File: src/rtl/cpu_mem_arbiter_pkg.sv
// mem_arb_pkg: shared types and default widths for the CPU/SRAM arbiter slice.
//   arb_state_e : arbiter FSM states
//   master_e    : requesting master (M0 = instruction fetch, M1 = data port)
//   DEF_*       : default widths, overridable per instance
//   cnt_bits()  : bits needed to hold a counter value in 0..max
package mem_arb_pkg;

    localparam int unsigned DEF_ADDR_BITS  = 32;
    localparam int unsigned DEF_DATA_BITS  = 32;
    localparam int unsigned DEF_WEB_BITS   = 4;
    localparam int unsigned DEF_READ_LAT   = 1;
    localparam int unsigned DEF_STARVE_MAX = 4;

    typedef enum logic [1:0] {
        IDLE,
        ACC,
        WAIT,
        DONE
    } arb_state_e;

    typedef enum logic {
        M0,
        M1
    } master_e;

    function automatic int unsigned cnt_bits(input int unsigned max);
        return (max < 1) ? 1 : $clog2(max + 1);
    endfunction

endpackage

File: src/rtl/cpu_mem_arbiter_if.sv
// cpu_mem_arbiter_if: bundles the CPU fetch port (M0), CPU data port (M1)
// and the SRAM wrapper signals seen by the arbiter.
//   slave  modport : the arbiter side (takes requests, drives SRAM)
//   master modport : the CPU/SRAM side (issues requests, returns SRAM data)
interface cpu_mem_arbiter_if
    import mem_arb_pkg::*;
#(
    parameter int unsigned ADDR_BITS = DEF_ADDR_BITS,
    parameter int unsigned DATA_BITS = DEF_DATA_BITS,
    parameter int unsigned WEB_BITS  = DEF_WEB_BITS
);
    logic                 m0_req_i;
    logic [ADDR_BITS-1:0] m0_addr_i;
    logic [DATA_BITS-1:0] m0_rdata_o;
    logic                 m0_wait_o;

    logic                 m1_req_i;
    logic                 m1_write_i;
    logic [WEB_BITS-1:0]  m1_web_i;
    logic [ADDR_BITS-1:0] m1_addr_i;
    logic [DATA_BITS-1:0] m1_wdata_i;
    logic [DATA_BITS-1:0] m1_rdata_o;
    logic                 m1_wait_o;

    logic                 sram_cs_o;
    logic [WEB_BITS-1:0]  sram_web_o;
    logic [ADDR_BITS-1:0] sram_addr_o;
    logic [DATA_BITS-1:0] sram_di_o;
    logic [DATA_BITS-1:0] sram_do_i;

    modport slave (
        input  m0_req_i, m0_addr_i,
        output m0_rdata_o, m0_wait_o,
        input  m1_req_i, m1_write_i, m1_web_i, m1_addr_i, m1_wdata_i,
        output m1_rdata_o, m1_wait_o,
        output sram_cs_o, sram_web_o, sram_addr_o, sram_di_o,
        input  sram_do_i
    );

    modport master (
        output m0_req_i, m0_addr_i,
        input  m0_rdata_o, m0_wait_o,
        output m1_req_i, m1_write_i, m1_web_i, m1_addr_i, m1_wdata_i,
        input  m1_rdata_o, m1_wait_o,
        input  sram_cs_o, sram_web_o, sram_addr_o, sram_di_o,
        output sram_do_i
    );
endinterface

File: src/rtl/cpu_mem_arbiter_pick.sv
// arb_pick: combinational winner selection.
//   m0_req, m1_req : pending requests
//   starve_cnt     : consecutive M1 grants taken while M0 was waiting
//   grant          : chosen master
//   valid          : at least one request pending
// M1 wins any contest unless M0 has been starved STARVE_MAX times in a row.
module arb_pick
    import mem_arb_pkg::*;
#(
    parameter int unsigned STARVE_MAX = DEF_STARVE_MAX,
    parameter int unsigned CNT_BITS   = 3
) (
    input  logic                m0_req,
    input  logic                m1_req,
    input  logic [CNT_BITS-1:0] starve_cnt,
    output master_e             grant,
    output logic                valid
);
    always_comb begin
        valid = m0_req | m1_req;
        grant = M0;
        if (m1_req && !(m0_req && starve_cnt == CNT_BITS'(STARVE_MAX))) begin
            grant = M1;
        end
    end
endmodule

File: src/rtl/cpu_mem_arbiter.sv
// cpu_mem_arbiter: shares one synchronous single-port SRAM between the CPU
// instruction-fetch port (M0, read-only) and data port (M1, read/write).
//   clk, rst : clock, asynchronous active-high reset
//   bus      : cpu_mem_arbiter_if.slave (M0/M1 request ports, SRAM port)
// Access sequence IDLE -> ACC -> (WAIT for reads) -> DONE -> IDLE; the
// winner's wait drops only during DONE. SRAM controls are all registered.
module cpu_mem_arbiter
    import mem_arb_pkg::*;
#(
    parameter int unsigned ADDR_BITS  = DEF_ADDR_BITS,
    parameter int unsigned DATA_BITS  = DEF_DATA_BITS,
    parameter int unsigned WEB_BITS   = DEF_WEB_BITS,
    parameter int unsigned READ_LAT   = DEF_READ_LAT,
    parameter int unsigned STARVE_MAX = DEF_STARVE_MAX
) (
    input logic               clk,
    input logic               rst,
    cpu_mem_arbiter_if.slave  bus
);
    localparam int unsigned LAT_W = cnt_bits(READ_LAT);
    localparam int unsigned STV_W = cnt_bits(STARVE_MAX);

    arb_state_e           state, state_nx;
    master_e              grant, pick_grant;
    logic                 pick_valid;
    logic [LAT_W-1:0]     lat_cnt;
    logic [STV_W-1:0]     starve_cnt;
    logic                 write_q;
    logic                 cs_q;
    logic [WEB_BITS-1:0]  web_q;
    logic [ADDR_BITS-1:0] addr_q;
    logic [DATA_BITS-1:0] di_q;
    logic [DATA_BITS-1:0] rdata0_q, rdata1_q;

    arb_pick #(
        .STARVE_MAX (STARVE_MAX),
        .CNT_BITS   (STV_W)
    ) u_pick (
        .m0_req     (bus.m0_req_i),
        .m1_req     (bus.m1_req_i),
        .starve_cnt (starve_cnt),
        .grant      (pick_grant),
        .valid      (pick_valid)
    );

    always_ff @(posedge clk or posedge rst) begin
        if (rst) state <= IDLE;
        else     state <= state_nx;
    end

    always_comb begin
        state_nx = state;
        unique case (state)
            IDLE:    if (pick_valid) state_nx = ACC;
            ACC:     state_nx = write_q ? DONE : WAIT;
            WAIT:    if (lat_cnt == '0) state_nx = DONE;
            DONE:    state_nx = IDLE;
            default: state_nx = IDLE;
        endcase
    end

    always_ff @(posedge clk or posedge rst) begin
        if (rst) begin
            grant      <= M0;
            lat_cnt    <= '0;
            starve_cnt <= '0;
            write_q    <= 1'b0;
            cs_q       <= 1'b0;
            web_q      <= '1;
            addr_q     <= '0;
            di_q       <= '0;
            rdata0_q   <= '0;
            rdata1_q   <= '0;
        end else begin
            cs_q <= 1'b0;
            unique case (state)
                IDLE: begin
                    if (pick_valid) begin
                        grant <= pick_grant;
                        cs_q  <= 1'b1;
                        if (pick_grant == M1) begin
                            addr_q  <= bus.m1_addr_i;
                            write_q <= bus.m1_write_i;
                            web_q   <= bus.m1_write_i ? bus.m1_web_i : '1;
                            di_q    <= bus.m1_wdata_i;
                            // Count only grants that actually made M0 wait.
                            if (bus.m0_req_i && starve_cnt != STV_W'(STARVE_MAX)) begin
                                starve_cnt <= starve_cnt + 1'b1;
                            end
                        end else begin
                            addr_q     <= bus.m0_addr_i;
                            write_q    <= 1'b0;
                            web_q      <= '1;
                            starve_cnt <= '0;
                        end
                    end
                end
                ACC: lat_cnt <= LAT_W'(READ_LAT - 1);
                WAIT: begin
                    if (lat_cnt == '0) begin
                        if (grant == M0) rdata0_q <= bus.sram_do_i;
                        else             rdata1_q <= bus.sram_do_i;
                    end else begin
                        lat_cnt <= lat_cnt - 1'b1;
                    end
                end
                default: ;
            endcase
        end
    end

    always_comb begin
        bus.m0_wait_o   = bus.m0_req_i & ~(state == DONE && grant == M0);
        bus.m1_wait_o   = bus.m1_req_i & ~(state == DONE && grant == M1);
        bus.m0_rdata_o  = rdata0_q;
        bus.m1_rdata_o  = rdata1_q;
        bus.sram_cs_o   = cs_q;
        bus.sram_web_o  = web_q;
        bus.sram_addr_o = addr_q;
        bus.sram_di_o   = di_q;
    end
endmodule

File: src/flat_wrapper.sv
// flat-port wrapper written by rule: the top's interface ports become plain ports
module cpu_mem_arbiter_flat import mem_arb_pkg::*;
#(
    parameter int unsigned ADDR_BITS  = DEF_ADDR_BITS,
    parameter int unsigned DATA_BITS  = DEF_DATA_BITS,
    parameter int unsigned WEB_BITS   = DEF_WEB_BITS,
    parameter int unsigned READ_LAT   = DEF_READ_LAT,
    parameter int unsigned STARVE_MAX = DEF_STARVE_MAX
)
  (clk, rst, bus_m0_req_i, bus_m0_addr_i, bus_m0_rdata_o, bus_m0_wait_o, bus_m1_req_i, bus_m1_write_i, bus_m1_web_i, bus_m1_addr_i, bus_m1_wdata_i, bus_m1_rdata_o, bus_m1_wait_o, bus_sram_cs_o, bus_sram_web_o, bus_sram_addr_o, bus_sram_di_o, bus_sram_do_i);
  cpu_mem_arbiter_if #(.ADDR_BITS(ADDR_BITS), .DATA_BITS(DATA_BITS), .WEB_BITS(WEB_BITS)) bus_i ();
  input logic clk;
  input logic rst;
  input wire logic [$bits(bus_i.m0_req_i)-1:0] bus_m0_req_i;
  input wire logic [$bits(bus_i.m0_addr_i)-1:0] bus_m0_addr_i;
  output wire logic [$bits(bus_i.m0_rdata_o)-1:0] bus_m0_rdata_o;
  output wire logic [$bits(bus_i.m0_wait_o)-1:0] bus_m0_wait_o;
  input wire logic [$bits(bus_i.m1_req_i)-1:0] bus_m1_req_i;
  input wire logic [$bits(bus_i.m1_write_i)-1:0] bus_m1_write_i;
  input wire logic [$bits(bus_i.m1_web_i)-1:0] bus_m1_web_i;
  input wire logic [$bits(bus_i.m1_addr_i)-1:0] bus_m1_addr_i;
  input wire logic [$bits(bus_i.m1_wdata_i)-1:0] bus_m1_wdata_i;
  output wire logic [$bits(bus_i.m1_rdata_o)-1:0] bus_m1_rdata_o;
  output wire logic [$bits(bus_i.m1_wait_o)-1:0] bus_m1_wait_o;
  output wire logic [$bits(bus_i.sram_cs_o)-1:0] bus_sram_cs_o;
  output wire logic [$bits(bus_i.sram_web_o)-1:0] bus_sram_web_o;
  output wire logic [$bits(bus_i.sram_addr_o)-1:0] bus_sram_addr_o;
  output wire logic [$bits(bus_i.sram_di_o)-1:0] bus_sram_di_o;
  input wire logic [$bits(bus_i.sram_do_i)-1:0] bus_sram_do_i;
  assign bus_i.m0_req_i = bus_m0_req_i;
  assign bus_i.m0_addr_i = bus_m0_addr_i;
  assign bus_m0_rdata_o = bus_i.m0_rdata_o;
  assign bus_m0_wait_o = bus_i.m0_wait_o;
  assign bus_i.m1_req_i = bus_m1_req_i;
  assign bus_i.m1_write_i = bus_m1_write_i;
  assign bus_i.m1_web_i = bus_m1_web_i;
  assign bus_i.m1_addr_i = bus_m1_addr_i;
  assign bus_i.m1_wdata_i = bus_m1_wdata_i;
  assign bus_m1_rdata_o = bus_i.m1_rdata_o;
  assign bus_m1_wait_o = bus_i.m1_wait_o;
  assign bus_sram_cs_o = bus_i.sram_cs_o;
  assign bus_sram_web_o = bus_i.sram_web_o;
  assign bus_sram_addr_o = bus_i.sram_addr_o;
  assign bus_sram_di_o = bus_i.sram_di_o;
  assign bus_i.sram_do_i = bus_sram_do_i;
  cpu_mem_arbiter #(.ADDR_BITS(ADDR_BITS), .DATA_BITS(DATA_BITS), .WEB_BITS(WEB_BITS), .READ_LAT(READ_LAT), .STARVE_MAX(STARVE_MAX)) u_core (.clk(clk), .rst(rst), .bus(bus_i));
endmodule
File: config.mk
export PLATFORM = sky130hd
export DESIGN_NAME = cpu_mem_arbiter_flat
export DESIGN_NICKNAME = d
export VERILOG_FILES = /design/src/rtl/cpu_mem_arbiter_pkg.sv /design/src/rtl/cpu_mem_arbiter_if.sv /design/src/rtl/cpu_mem_arbiter_pick.sv /design/src/rtl/cpu_mem_arbiter.sv /design/src/flat_wrapper.sv
export SDC_FILE = /design/constraint.sdc
export NUM_CORES = 1
export LEC_CHECK = 0
export BUFFER_PORTS_ARGS = -buffer_cell sky130_fd_sc_hd__buf_2
export CORE_ASPECT_RATIO = 1.4
export CORE_MARGIN = 2
export CORE_UTILIZATION = 36
export CTS_BUF_LIST = sky130_fd_sc_hd__clkbuf_2 sky130_fd_sc_hd__clkbuf_4 sky130_fd_sc_hd__clkbuf_8
export DETAILED_ROUTE_END_ITERATION = 7
export SLEW_MARGIN = 0
export SYNTH_ARGS = -nofsm -noshare
export SYNTH_HDL_FRONTEND = slang
export SYNTH_SLANG_ARGS = --single-unit
File: constraint.sdc
create_clock -name clk -period 6.3 [get_ports clk]
set_input_delay 1.26 -clock clk [delete_from_list [all_inputs] [get_ports clk]]
set_output_delay 1.26 -clock clk [all_outputs]
set_load 0.005 [all_outputs]
### Word-level counts from Yosys, hierarchy flattened

Cells that the tools add are included.

| operators by class | value |
|---|---|
| reduce and logical (&&, ||, !) cells | 14 |
| multiplexer cells | 15 |
| equality and inequality tests | 8 |
| add/subtract/negate cells | 2 |
| bitwise logic cells | 7 |

Operator list:

| kind | count |
|---|---|
| $mux W32 | 1 |
| $reduce_and A3 Y1 | 4 |
| $mux W4 | 2 |
| $pmux W2 S4 | 1 |
| $mux W1 | 6 |
| $mux W3 | 2 |
| $logic_and A1 B1 Y1 | 5 |
| $eq A2 B2 Y1 const B | 2 |
| $mux W2 | 2 |
| $ne A2 B2 Y1 const B | 2 |
| $not A1 Y1 | 4 |
| $reduce_and A2 Y1 | 2 |
| $add A3 B1 Y3 const B | 1 |
| $eq A3 B3 Y1 const B | 1 |
| $ne A3 B3 Y1 const B | 1 |
| $and A1 B1 Y1 | 2 |
| $eq A2 B1 Y1 const B | 1 |
| $logic_not A2 Y1 | 1 |
| $ne A2 B1 Y1 const B | 1 |
| $pmux W1 S2 | 1 |
| $reduce_bool A2 Y1 | 1 |
| $logic_not A1 Y1 | 1 |
| $or A1 B1 Y1 | 1 |
| $sub A1 B1 Y1 const B | 1 |

| storage, ports and cells | value |
|---|---|
| bits of input ports | 137 |
| flip-flop bits (word level) | 141 |
| word-level logic and storage cells | 57 |

### Longest topological paths before layout

| depth | value |
|---|---|
| depth in word-level cells | 7 |
| gate-level depth with buffers | 8 |
| depth with buffers taken out | 6 |

### Cells and area by module

A second synthesis with hierarchy kept.

| unflattened totals | value |
|---|---|
| cells, all modules | 404 |
| area, all modules | 5785.5 µm² |

By module, submodules not included:

| module | cells each | instances | area each (µm²) | sequential area each (µm²) |
|---|---|---|---|---|
| cpu_mem_arbiter | 401 | 1 | 5766.8 | 3508.4 |
| arb_pick | 3 | 1 | 18.8 | 0.0 |

### Least setup slack after synthesis

Ideal clock, no wire load.

| path | value |
|---|---|
| path kind | input port to output port |
| start point | in bus_m1_req_i |
| end point | out bus_m1_wait_o |
| arrival time | 1634 ps |
| setup slack | 3406 ps |
| path buffers | 1 |
| required time | 5040 ps |
| stages on the path | 2 |
| path through | buf_2 -> a21boi_0 |

| on the way | value |
|---|---|
| longest elaborated chain between the ends | 1 |

RTL lines:

| element | line | RTL |
|---|---|---|
| start: declaration | flat_wrapper.sv:18 | `input wire logic [$bits(bus_i.m1_req_i)-1:0] bus_m1_req_i;` |
| $and A1 B1 Y1 | cpu_mem_arbiter.sv:114 | `bus.m1_wait_o = bus.m1_req_i & ~(state == DONE && grant == M1);` |
| end: declaration | flat_wrapper.sv:24 | `output wire logic [$bits(bus_i.m1_wait_o)-1:0] bus_m1_wait_o;` |

No other way between the ends.

### Worst setup path after layout

Ends and elaborated chain as after synthesis.

==> summary.md <==
| Metric | Value |
|---|---|
| Outcome | `finished clean` |
| Final HPWL DP | `10.8 mm` |
| Startpoint types | `input pin` |
| DIE AREA | `17600 sq um` |
| Layout cells sized above 1 | `61.6%` |
| Area occupied by multi-input gates | `2230 sq um` |
| Clock buffer depth | `2` |
| First drt pass iteration count | `4` |
| Fillers | `1493` |
| Initial core utilization | `36.8%` |
| Ranking of synthesized cells by area | `dfrtp_1 (57%), mux2_2 (18%), o211ai_2 (6.3%), nand2_1 (4.5%), nand4_1 (3.6%)` |
| Top cells by count, synth | `dfrtp_1 (136), mux2_2 (94), nand2_1 (72)` |
| First-pass GRT wire length | `24.0 mm` |
| RSZ-0062 raised after global routing | `no` |
| Ys Warns | `0` |
| CP top delay family | `buffers and inverters` |
| GP Congestion | `0.748` |
| Die H | `156 um` |
| CP Depth | `3` |
| Initial antenna violation count | `0` |
| Total number of vias | `4603` |
| Final min period | `3.50 ns` |
| Yosys reg bits | `140` |
| Most common cell on crit path | `buf_2` |
| Cell Area, Synth | `5940 sq um` |
| Core Region | `16200 sq um` |
| Hold Crit Class | `register to register` |
| Diodes inserted | `0` |
| Port bufs | `271` |
| Post-CTS setup buffers | `0` |
| Post-synthesis cell count | `444` |
| FF+latch area | `3510 sq um` |
| Critical Path AT | `2.24 ns` |
| Worst-path clk slew | `0.08 ns` |
| Crit path kind | `input pin to output pin` |
| CTS Hold Bufs | `0` |
| Clock Latency Late Sink | `0.44 ns` |
| Finished Core Util | `48.2%` |
| Syn_nets | `588` |
| Layout area overhead | `31.2%` |
| Async set or reset register ratio after synthesis | `100%` |
| Worst r2r path cells | `5` |
| Net count, final | `850` |
| Worst-Margin Slew | `1.05 ns` |
| Post-Syn Area per Cell | `13.4 sq um` |
| Synth top area share | `57.3%` |
| DRC viols | `0` |
| Cell taking the most area after synthesis | `dfrtp_1` |
| DR iter-0 viols | `223` |
| Top_reg_cell synth | `dfrtp_1` |
| Fin. Hold Viols | `0` |
| Post-synthesis sequential area ratio | `59.0%` |
| Die width | `113 um` |
| TritonCTS clock tree | `yes` |
| Vias in the first global route | `4764` |
| Slew headroom | `29.7%` |
| Num CTS Buffers | `17` |
| Max stage delay on crit path | `0.58 ns` |
| DR vias/cell | `5.01` |
| Clk Tree Root Cell | `clkbuf_8` |
| Peak VDD IR | `246 uV` |
| Pwr/cell area | `494 nW/um^2` |
| IO Pins | `272` |
| Rows | `55` |
| WL/cell | `16.5 um` |
| Detail Route Antenna Nets | `0` |
| Setup TNS | `0 ns` |
| CP Cell Sequence | `buf_2 > a21boi_0 > buf_2` |
| Routed Wire Length | `15.2 mm` |
| Hold depth | `2` |
| CP endpoint kind | `output pin` |
| Final count of pins violating max slew | `0` |
| Pleak | `3.82 nW` |
| Max Cap Viol | `0` |
| Crit path max-delay cell type | `buf_2` |
| H-Tree Depth | `4` |
| Final period utilization | `55.5%` |
| Post-synth EDFFs | `0` |
| Layout Skew | `0.00919 ns` |
| Clock sink count | `140` |
| Overall Global Routing Usage | `17.2%` |
| Number of library cell types mapped by synthesis | `32` |
| Max Clock Freq | `286 MHz` |
| Post_cts resized | `0` |
| WP buf/inv | `2` |
| Data required time of the worst path | `5.04 ns` |
| Count leader, synth | `dfrtp_1` |
| Crit-path max FO | `41` |
| Grt ovf | `0` |
| Final Setup Violations | `0` |
| Largest net degree at the start of global routing | `82` |
==> report_power, final <==
group	total (mW)	internal (mW)	switching (mW)
clock network	0.715	0.342	0.373
registers	1.60	1.36	0.235
logic	1.54	0.819	0.721
==> logic make-up (layout without fill, tap and decap cells) <==
logic type                 count (synthesis)  count (layout)  synth area share, %
DFF                                      140             140                 59.0
and+or+nand+nor                          114             114                 9.20
muxes                                     96              96                 18.2
AOI/OAI and AO/OA                         48              48                 8.52
buffers and inverters                     39             314                 3.60
adders and majority gates                  7               7                 1.47
==> routing by layer <==
layer / share of wire (%) / global-route usage [%]
met5: 0 / 0
met4: 2.0 / 6.39
met3: 7.2 / 5.17
met2: 52 / 29.3
met1: 39 / 20.5
==> state kept, by name, summed over array words and instances (netlist names) <==
name	count
u_core.bus.m1_rdata_o	32
u_core.bus.m0_rdata_o	32
u_core.write_q	1
u_core.bus.sram_cs_o	1
u_core.bus.sram_addr_o	32
u_core.state	2
u_core.starve_cnt	3
u_core.bus.sram_web_o	4
u_core.bus.sram_di_o	32
u_core.grant	1
==> cells in the final DEF, fill, tap and decap left out, types with 2 or more instances in the layout <==
master / count
a21boi_0: 2
dfstp_2: 4
nand2_1: 72
o21ai_0: 5
o211ai_1: 2
ha_1: 7
o211ai_2: 30
o22a_1: 4
clkinv_4: 6
dfrtp_1: 136
mux2_2: 94
clkbuf_8: 19
mux2_1: 2
nand4_1: 34
buf_4: 4
inv_1: 5
buf_2: 271
inv_6: 4
==> final cells by class <==
type	count	share of cell area, %
inverter	7	0.401
clock inverter	13	1.70
sequential	140	45.0
timing repair buffer	275	17.8
multi-input combinational	265	28.6
clock buffer	19	3.35
tap	199	3.19
==> worst paths after layout <==
kind / end / start / slack, ns
hold / removal: u_core.bus.sram_addr_o[11] / u_core.bus.sram_addr_o[11] / 0.49
min in group asynchronous: u_core.bus.m1_rdata_o[29] / rst / 0.86
setup / recovery: bus_m1_wait_o / bus_m1_req_i / 2.80
hold reg to reg: u_core.bus.sram_addr_o[11] / u_core.bus.sram_addr_o[11] / 0.49
max in group asynchronous: u_core.bus.m1_rdata_o[9] / rst / 3.96
setup reg to reg: u_core.bus.sram_di_o[29] / u_core.state[0] / 3.79
==> tightest hold or removal path: cells and delay by family, from the launching register on <==
kind,cells,cell delay (ns)
flip-flops,1,0.35
AO/OA/AOI/OAI,1,0.05
AND/OR/NAND/NOR,1,0.06
==> through the flow <==
step                      area, sq um  setup slack [ns]  power (mW)  hold slack, ns  cells
after floorplan                  5940              1.29        2.51           0.448    444
after global placement           7410              2.82        3.12           0.467    886
after detailed placement         7410              2.82        3.18           0.467    886
after CTS                        7800              2.82        3.90           0.497    918
after global routing             7800              2.74        4.13           0.517    918
final                            7800              2.80        3.85           0.493    918
Power figures use the tool's default switching activity.
